`config.mk`:
```
export PLATFORM = sky130hd
export DESIGN_NAME = fetch_sequencer
export DESIGN_NICKNAME = d
export VERILOG_FILES = /design/src/rtl/fetch_sequencer.sv
export SDC_FILE = /design/constraint.sdc
export NUM_CORES = 1
export LEC_CHECK = 0
export CELL_PAD_IN_SITES_DETAIL_PLACEMENT = 1
export CELL_PAD_IN_SITES_GLOBAL_PLACEMENT = 2
export CORE_ASPECT_RATIO = 0.8
export CORE_MARGIN = 3
export CORE_UTILIZATION = 37
export DETAILED_ROUTE_END_ITERATION = 10
export PLACE_DENSITY_LB_ADDON = 0.1
export SYNTH_ARGS = -nofsm -noshare
export SYNTH_HDL_FRONTEND = slang
export SYNTH_SLANG_ARGS = --single-unit
export TNS_END_PERCENT = 10
```
`constraint.sdc`:
```
create_clock -name clk -period 8.3 [get_ports clk]
set_input_delay 1.66 -clock clk [delete_from_list [all_inputs] [get_ports clk]]
set_output_delay 1.66 -clock clk [all_outputs]
set_load 0.1 [all_outputs]
```
`src/rtl/fetch_sequencer.sv`:
```
// -----------------------------------------------------------------------------
// fetch_sequencer
//
// Instruction-fetch sequencer for the 64-bit core. It owns the fetch program
// counter and drives the instruction memory address. Each returned 32-bit
// word goes into a 2-entry fetch buffer together with its PC. The buffer is
// presented to decode over a valid/ready handshake.
//
// Ports:
//   clk            in   1   sole clock, rising edge
//   rst            in   1   synchronous active-high reset
//   fetch_en       in   1   allow new fetches (the buffer drains regardless)
//   imem_addr      out  64  address to instr_mem (copy of the fetch PC)
//   imem_instr     in   32  combinational read data for imem_addr
//   redirect_valid in   1   one-cycle PC change request (branch/jump)
//   redirect_pc    in   64  redirect target
//   out_valid      out  1   head of the fetch buffer is valid
//   out_ready      in   1   decode accepts the head entry this cycle
//   out_pc         out  64  PC of the head entry (0 when empty)
//   out_instr      out  32  instruction of the head entry (0 when empty)
//   misalign_err   out  1   sticky: a redirect target was not word aligned
// -----------------------------------------------------------------------------
module fetch_sequencer #(
  parameter logic [63:0] RESET_PC = 64'h0
) (
  input  logic        clk,
  input  logic        rst,
  input  logic        fetch_en,
  output logic [63:0] imem_addr,
  input  logic [31:0] imem_instr,
  input  logic        redirect_valid,
  input  logic [63:0] redirect_pc,
  output logic        out_valid,
  input  logic        out_ready,
  output logic [63:0] out_pc,
  output logic [31:0] out_instr,
  output logic        misalign_err
);

  localparam int DEPTH = 2;

  // Program counter and error flag
  logic [63:0] fetch_pc_reg, fetch_pc_next;
  logic        err_reg, err_next;

  // Fetch buffer storage and bookkeeping
  logic [63:0] pc_mem_reg    [DEPTH];
  logic [31:0] instr_mem_reg [DEPTH];
  logic        rd_ptr_reg, rd_ptr_next;
  logic        wr_ptr_reg, wr_ptr_next;
  logic [1:0]  count_reg, count_next;

  // Registered copy of the buffer head
  logic        out_valid_reg, out_valid_next;
  logic [63:0] out_pc_reg, out_pc_next;
  logic [31:0] out_instr_reg, out_instr_next;

  logic        pop;
  logic        push;
  logic        bypass;

  // ---------------------------------------------------------------------------
  // Handshake decode
  // ---------------------------------------------------------------------------
  always_comb begin
    pop  = out_valid_reg && out_ready;
    // A full buffer can still accept a word in the same cycle the head leaves.
    push = fetch_en && !err_reg && !redirect_valid &&
           ((count_reg != 2'd2) || pop);
  end

  // ---------------------------------------------------------------------------
  // Next-state for PC, pointers, count and error flag
  // ---------------------------------------------------------------------------
  always_comb begin
    fetch_pc_next = fetch_pc_reg;
    rd_ptr_next   = rd_ptr_reg;
    wr_ptr_next   = wr_ptr_reg;
    count_next    = count_reg;
    err_next      = err_reg;

    if (redirect_valid) begin
      // The redirect flushes everything, including an entry that is being
      // handed to decode in this same cycle.
      fetch_pc_next = redirect_pc;
      rd_ptr_next   = 1'b0;
      wr_ptr_next   = 1'b0;
      count_next    = 2'd0;
      if (redirect_pc[1:0] != 2'b00) begin
        err_next = 1'b1;
      end
    end else begin
      rd_ptr_next = rd_ptr_reg ^ pop;
      wr_ptr_next = wr_ptr_reg ^ push;
      count_next  = count_reg + 2'(push) - 2'(pop);
      if (push) begin
        // Natural 64-bit wrap takes ...FFFC back to 0.
        fetch_pc_next = fetch_pc_reg + 64'd4;
      end
    end
  end

  // ---------------------------------------------------------------------------
  // Next head of the buffer. When the slot that becomes the head is also being
  // written this cycle (buffer empty, or one entry popped while a new one
  // arrives), the incoming word is forwarded so the output registers see it
  // one cycle after the push.
  // ---------------------------------------------------------------------------
  always_comb begin
    bypass         = push && (wr_ptr_reg == rd_ptr_next);
    out_valid_next = (count_next != 2'd0);
    out_pc_next    = 64'd0;
    out_instr_next = 32'd0;
    if (out_valid_next) begin
      if (bypass) begin
        out_pc_next    = fetch_pc_reg;
        out_instr_next = imem_instr;
      end else begin
        out_pc_next    = pc_mem_reg[rd_ptr_next];
        out_instr_next = instr_mem_reg[rd_ptr_next];
      end
    end
  end

  // ---------------------------------------------------------------------------
  // Buffer storage: one write port, entry selected by the write pointer.
  // Stored data need no reset because count gates every read.
  // ---------------------------------------------------------------------------
  for (genvar gi = 0; gi < DEPTH; gi++) begin : g_entry
    always_ff @(posedge clk) begin
      if (push && (wr_ptr_reg == 1'(gi))) begin
        pc_mem_reg[gi]    <= fetch_pc_reg;
        instr_mem_reg[gi] <= imem_instr;
      end
    end
  end

  // ---------------------------------------------------------------------------
  // Control and output registers
  // ---------------------------------------------------------------------------
  always_ff @(posedge clk) begin
    if (rst) begin
      fetch_pc_reg  <= RESET_PC;
      err_reg       <= 1'b0;
      rd_ptr_reg    <= 1'b0;
      wr_ptr_reg    <= 1'b0;
      count_reg     <= 2'd0;
      out_valid_reg <= 1'b0;
      out_pc_reg    <= 64'd0;
      out_instr_reg <= 32'd0;
    end else begin
      fetch_pc_reg  <= fetch_pc_next;
      err_reg       <= err_next;
      rd_ptr_reg    <= rd_ptr_next;
      wr_ptr_reg    <= wr_ptr_next;
      count_reg     <= count_next;
      out_valid_reg <= out_valid_next;
      out_pc_reg    <= out_pc_next;
      out_instr_reg <= out_instr_next;
    end
  end

  assign imem_addr    = fetch_pc_reg;
  assign out_valid    = out_valid_reg;
  assign out_pc       = out_pc_reg;
  assign out_instr    = out_instr_reg;
  assign misalign_err = err_reg;

endmodule
```
# [After elaboration in Yosys (flattened, before gate mapping)]
# Memory sizes are Yosys's and may differ from the RTL's.
# Cells that the tools add are included.
[totals] ff_bits=166 mem_bits_rw=192 in_bits=101 out_inout_bits=162 elab_cells=53 mem_count=2
[memory_table] name="pc_mem_reg" words=2 word_bits=64 rd=1 rd_ports_with_merged_regs=0 write_ports=1 line_no="47" source="logic [63:0] pc_mem_reg [DEPTH];"
[memory_table] name="instr_mem_reg" words=2 word_bits=32 rd=1 rd_ports_with_merged_regs=0 write_ports=1 line_no="48" source="logic [31:0] instr_mem_reg [DEPTH];"
[op_classes] addsub=3 n_eq_ne=2 muxes=16 bitwise_logic=4 reduce_logical=18
[ops] cell="$mux W64" count=4
[ops] cell="$add A64 B3 Y64 const B" count=1
[ops] cell="$mux W32" count=2
[ops] cell="$reduce_or A64 Y1" count=1
[ops] cell="$reduce_or A32 Y1" count=1
[ops] cell="$mux W1" count=9
[ops] cell="$logic_and A1 B1 Y1" count=7
[ops] cell="$reduce_bool A2 Y1" count=3
[ops] cell="$reduce_or A2 Y1" count=2
[ops] cell="$add A2 B1 Y2" count=1
[ops] cell="$logic_not A1 Y1" count=2
[ops] cell="$mux W2" count=1
[ops] cell="$ne A2 B2 Y1 const B" count=1
[ops] cell="$not A1 Y1" count=2
[ops] cell="$reduce_and A2 Y1" count=1
[ops] cell="$sub A2 B1 Y2" count=1
[ops] cell="$xor A1 B1 Y1" count=2
[ops] cell="$eq A1 B1 Y1" count=1
[ops] cell="$logic_or A1 B1 Y1" count=1

# [Depth between registers and ports, before layout]
[logic_depth] ltp_word=10 ltp_mapped=15 mapped_depth_nobuf=11

# [Worst setup path after synthesis]
# No wires, ideal clock.
[synth_path] path_kind="input to register" startpoint="input port out_ready" endpoint="memory instr_mem_reg[1][0], enable pin" setup_time_ns=0.466 arrival_time_ns=4.795 t_required_ns=7.834 slack_ns=3.039 cell_stages=5 n_path_buf=0 cell_sequence="nand2_1 -> a21oi_1 -> nand2_1 -> inv_1 -> ha_1"
[synth_via] elab_chain_len=8 elab_cells_between_ends=12 classes_between="mux (6); reduce/logical (6)"
[synth_lines] element="start, declared" line_no="34" source="input logic out_ready,"
[synth_lines] element="$logic_and A1 B1 Y1 *" line_no="66" source="pop = out_valid_reg && out_ready;"
[synth_lines] element="$logic_or A1 B1 Y1 *" line_no="69" source="((count_reg != 2'd2) || pop);"
[synth_lines] element="$logic_and A1 B1 Y1 *" line_no="68" source="push = fetch_en && !err_reg && !redirect_valid &&"
[synth_lines] element="$logic_and A1 B1 Y1" line_no="131" source="if (push && (wr_ptr_reg == 1'(gi))) begin"
[synth_lines] element="$mux W1" line_no="131"
[synth_lines] element="$mux W1 (implied by the code)" line_no="133" source="instr_mem_reg[gi] <= imem_instr;"
[synth_lines] element="$reduce_or A32 Y1 (no source line)"
[synth_lines] element="$mux W1 (no source line)"
[synth_lines] element="end, declared" line_no="48"
# Every way passes the cells marked *; elsewhere a longest branch is shown, timed or not.

# [Final worst setup path]
[layout_path] startpoint="input port out_ready" endpoint="register out_instr_reg[9] (netlist: out_instr[9])"
[layout_via] elab_chain_len=9 elab_cells_between_ends=15 classes_between="add/sub (2); eq/ne (1); mux (3); bitwise (2); reduce/logical (6); memory (1)"
[layout_lines] element="$logic_and A1 B1 Y1 *" line_no="66"
[layout_lines] element="$logic_or A1 B1 Y1" line_no="69"
[layout_lines] element="$logic_and A1 B1 Y1" line_no="68"
[layout_lines] element="$add A2 B1 Y2" line_no="95" source="count_next = count_reg + 2'(push) - 2'(pop);"
[layout_lines] element="$sub A2 B1 Y2" line_no="95"
[layout_lines] element="$mux W2" line_no="82" source="if (redirect_valid) begin"
[layout_lines] element="$reduce_bool A2 Y1" line_no="111" source="out_valid_next = (count_next != 2'd0);"
[layout_lines] element="$not A1 Y1 (no source line)"
[layout_lines] element="$reduce_or A2 Y1 (no source line)"
[layout_lines] element="end signal, assigned" line_no="159" source="out_instr_reg <= out_instr_next;"
[layout_lines] element="end, declared" line_no="56" source="logic [31:0] out_instr_reg, out_instr_next;"
# Marks and branches as above.
# A chain may end at the register's enable or synchronous reset.

==> impl.org <==
** Global route
- Grt met3 use :: 3.40%
- All-layer global routing usage :: 21.6%
- Met2 usage in global routing :: 35.2%
- In the global route stage, met1 resource usage came out at 30.2%.
- Initial antenna violation count :: 2
- Via count of the first global-routing pass :: 11.1k
- Most congested layer reported by global routing :: met2
- Entering global routing, the biggest net connects 97 pins.
- Residual overflow from global routing :: 0
- First-pass GRT wire length :: slightly below 70000 um

** CTS
- TritonCTS built the clock tree.
- Cts bufs inserted :: 38
- Clock-pin slew was measured on the worst setup and hold paths at 0.06 ns.
- Number of buffers inserted by post-CTS setup repair :: 0
- Number of cells upsized or downsized after cts :: 0
- Max Root-Sink Buffers :: 3
- The clock tree synthesis step divided the H-tree into 2 levels.
- Clock tree synthesis found a total of 358 sinks.
- Number of buffers inserted by hold repair at cts :: 0
- Master cell of the clock root buffer :: clkbuf_16
- At the later pin of the worst-skew pair, clock insertion delay measures 0.53 ns.

** Detailed routing
- First-pass DRT Iterations :: 5
- For this block, the via count after detailed routing is 10.6k.
- Wires add up to 44800 um.
- The detailed router finished its first iteration with 553 violations.
- For this run, design rule violations remaining after detail routing come to 0.
- Post-route antenna net violation count :: 0
- After detailed routing, the average wire length per cell comes to 23.6 um.
- Number of vias per cell after detailed routing :: 5.60

** Floorplanning
- The initialized floorplan defines 63 standard-cell rows.
- Once the floorplan was initialized, standard cells occupied 37.9% of the core.
- The floorplan step defined a die boundary enclosing 40700 um^2.
- In this run the count of I/O pins placed on the die edge is 263.
- Width of the chip :: 225 um
- The floorplan step set the die height to 181 um.
- In this run the standard cell core region covers 37400 um^2.

** Power
- For this design the ratio of total power to cell area is about 240 nW/um^2.
- Worst ir drop on vdd :: 0.148 mV
- Summed over all cells, the static leakage comes to about 5.9 nW.

** STA
- Subtracting the final worst setup slack from the clock period gives 5.69 ns.
- Setup violations remaining at the end of the flow were counted as 0.
- Final worst-path cycle share :: between 60% and 70%
- Setup TNS :: 0 ns
- Static timing analysis puts the maximum clock frequency at between 150 and 200 MHz.
- Setup repair after global routing left no endpoint under its margin.
- Fin. Hold Viols :: 0
- The final count of pins violating max slew was 0.
- Worst Skew :: 0.0165 ns
- At the pin with the least slew margin, the transition time is 1.28 ns.
- The worst pin sits at a relative slew slack of 14.8%.

** Synthesis
- Count of flip-flops with a built-in enable after synthesis :: 192
- Sequential elements use 64.1% of the synthesized area.
- Synth cell types :: 50
- The cell count after synthesis came out at 1153.
- After synthesis the netlist holds a flip-flop and latch count of 358.
- In the synthesized netlist the dominant register cell turns out to be edfxtp_1.
- Syn_nets :: 1259
- In the synthesized netlist the async set-or-reset flop fraction comes to 0%.
- Mean instance size in the synthesized netlist :: 12.3 um^2
- Synth Warn # :: 0
- Post-synthesis instance area :: 14200 um^2

** Cells and area
- Fill count :: 3839
- In the final layout, the multi-input gates occupy between 4000 and 5000 um^2.
- The net count of the finished layout is around 1.5k.
- Count of inserted antenna diode cells :: 0
- The register with the most flip-flops in the layout has approximately 130 of them.
- Area Overhead vs Synth :: 30.3%
- Ratio of cells with drive above 1 in the final layout :: ~6.0%
- The sequential cells in the finished layout cover a total of a little over 9000 um^2.
- Post-Layout Inst Area :: ~18000 um^2

** Worst setup path
- At the worst endpoint, the arrival time is 6.05 ns.
- Data required time of the critical path :: ~8.7 ns
- The number of cells on the worst reg-to-reg path is 12.
- Reg-to-reg endpoint :: out_instr[9]
- The worst register-to-register path has a setup slack of 3.81 ns.
- Crit Path Max Fanout :: 59
- Worst Setup Path Type :: in -> reg
- Crit path launch type :: input port
- Crit path from :: out_ready
- STA classifies the critical path endpoint as a flop.
- The startpoint identified for the worst register-to-register timing path is out_valid.

** Place
- Final Wtd Congestion :: ~0.77
- DP HPWL :: 28700 um
- In this run the cell area measured after placement is between 15000 and 20000 um^2.
- IO buf count :: 262

** Hold path
- In this run the worst hold path is classified as reg -> reg.
- End point of the most critical hold path :: misalign_err
- Worst hold path depth :: 2
- Beginning of the worst hold path :: misalign_err

** Flow run
- Max-cap violations in this run came to 0.

** Status
- Status :: finished clean
==> per-layer routing <==
metal	share of wire, %	wire [um]	up-vias
met4	2.0	914	4
li1	-	-	4920
met2	47	21100	232
met3	3.9	1730	64
met5	0.051	23	-
met1	47	21100	5390
==> cell usage in the layout (no fill, tap or decap), drive strengths merged, types with 3 or more instances in the layout <==
master         count
clkdlybuf4s50    261
edfxtp           192
dfxtp            166
a211oi           121
nor3             108
mux2i            101
nor2              70
clkbuf            55
nand2             40
nand3             30
nand4             27
a311oi            25
or4               19
xnor2             17
o31ai             16
o21ai             15
or3               14
inv               12
buf               12
clkinv            12
and4              10
xor2              10
nor4              10
and3               8
a21oi              8
and2               6
ha                 5
nor3b              3
a311o              3
==> stage by stage <==
step                util (%)  total power [W]  setup WS, ns  cells  hold slack [ns]
global placement        46.0          0.00270          2.25   1824            0.515
finish                  49.3          0.00436          2.61   1894            0.519
global route            49.3          0.00451          2.37   1894            0.560
floorplan                  -          0.00248          3.04   1153            0.488
CTS                     49.3          0.00441          2.69   1894            0.537
detailed placement      46.0          0.00271          2.11   1824            0.526
==> worst max path at each step <==
stage / slack [ns] / endpoint
CTS: 2.69 / out_instr[9]
finish: 2.61 / out_instr[9]
detailed placement: 2.11 / out_instr[28]
global placement: 2.25 / out_instr[18]
global route: 2.37 / out_instr[11]
floorplan: 3.04 / instr_mem_reg[1][0]
==> synth_stat cells (2+ instances only) <==
cell type | n | area, um^2
o311ai_0 | 2 | 17.5
and4_1 | 10 | 87.6
nor2_1 | 70 | 263
a21bo_2 | 2 | 20.0
buf_2 | 2 | 10.0
ha_1 | 5 | 62.6
inv_1 | 11 | 41.3
nor3b_1 | 3 | 22.5
clkbuf_1 | 77 | 289
and2_1 | 6 | 37.5
nand2_1 | 40 | 150
or2_2 | 2 | 12.5
nand3_1 | 30 | 150
a311oi_1 | 25 | 219
edfxtp_1 | 192 | 5770
mux2_2 | 2 | 22.5
nand4_1 | 26 | 163
mux2i_1 | 101 | 1010
o21ai_0 | 15 | 75.1
or3_1 | 14 | 87.6
a211o_1 | 2 | 17.5
a31oi_1 | 2 | 12.5
a22oi_1 | 2 | 15.0
nor3_1 | 108 | 541
xor2_1 | 10 | 87.6
or4_1 | 19 | 143
dfxtp_1 | 166 | 3320
and3_1 | 8 | 50.1
nor4_1 | 9 | 56.3
a311o_1 | 3 | 30.0
xnor2_1 | 17 | 149
a211oi_1 | 121 | 908
a21oi_1 | 8 | 40.0
buf_1 | 10 | 37.5
o31ai_1 | 16 | 120
a32oi_1 | 2 | 17.5
nand2b_1 | 2 | 12.5
==> cells by family (layout without fill, tap and decap cells) <==
group                    Yosys count  in the layout  synth area share [%]
multiplexers                     103            103                  7.29
AO/OA/AOI/OAI                    206            206                  10.9
XOR/XNOR                          27             27                  1.67
flip-flops                       358            358                  64.1
buffers and inverters            101            355                  2.69
adder cells (fa/ha/maj)            5              5                 0.441
AND/OR/NAND/NOR                  353            353                  12.9
==> layout make-up <==
| type | instances | share of cell area (%) |
|---|---|---|
| sequential | 358 | 49.2 |
| multi-input combinational | 694 | 25.8 |
| timing repair buffer | 273 | 14.7 |
| clock buffer | 55 | 6.05 |
| tap | 487 | 3.30 |
| clock inverter | 15 | 0.684 |
| inverter | 12 | 0.251 |
==> critical path, cell delays in order <==
cell             delay (ns)
clkdlybuf4s50_1        0.51
nand2_1                0.18
a21oi_1                0.64
nand2_4                0.54
ha_1                   0.47
inv_1                  0.04
ha_1                   0.18
xor2_1                 0.18
and2_1                 0.15
nor3_1                 0.07
nor2_4                 0.87
buf_12                 0.35
a211oi_1               0.10
==> where the power goes <==
group | switching, W | total (W) | internal [W]
clock network | 0.000697 | 0.00170 | 0.00100
registers | 0.0000764 | 0.00202 | 0.00194
logic | 0.000474 | 0.000645 | 0.000170
No activity file was read; power rests on OpenSTA's default activity.
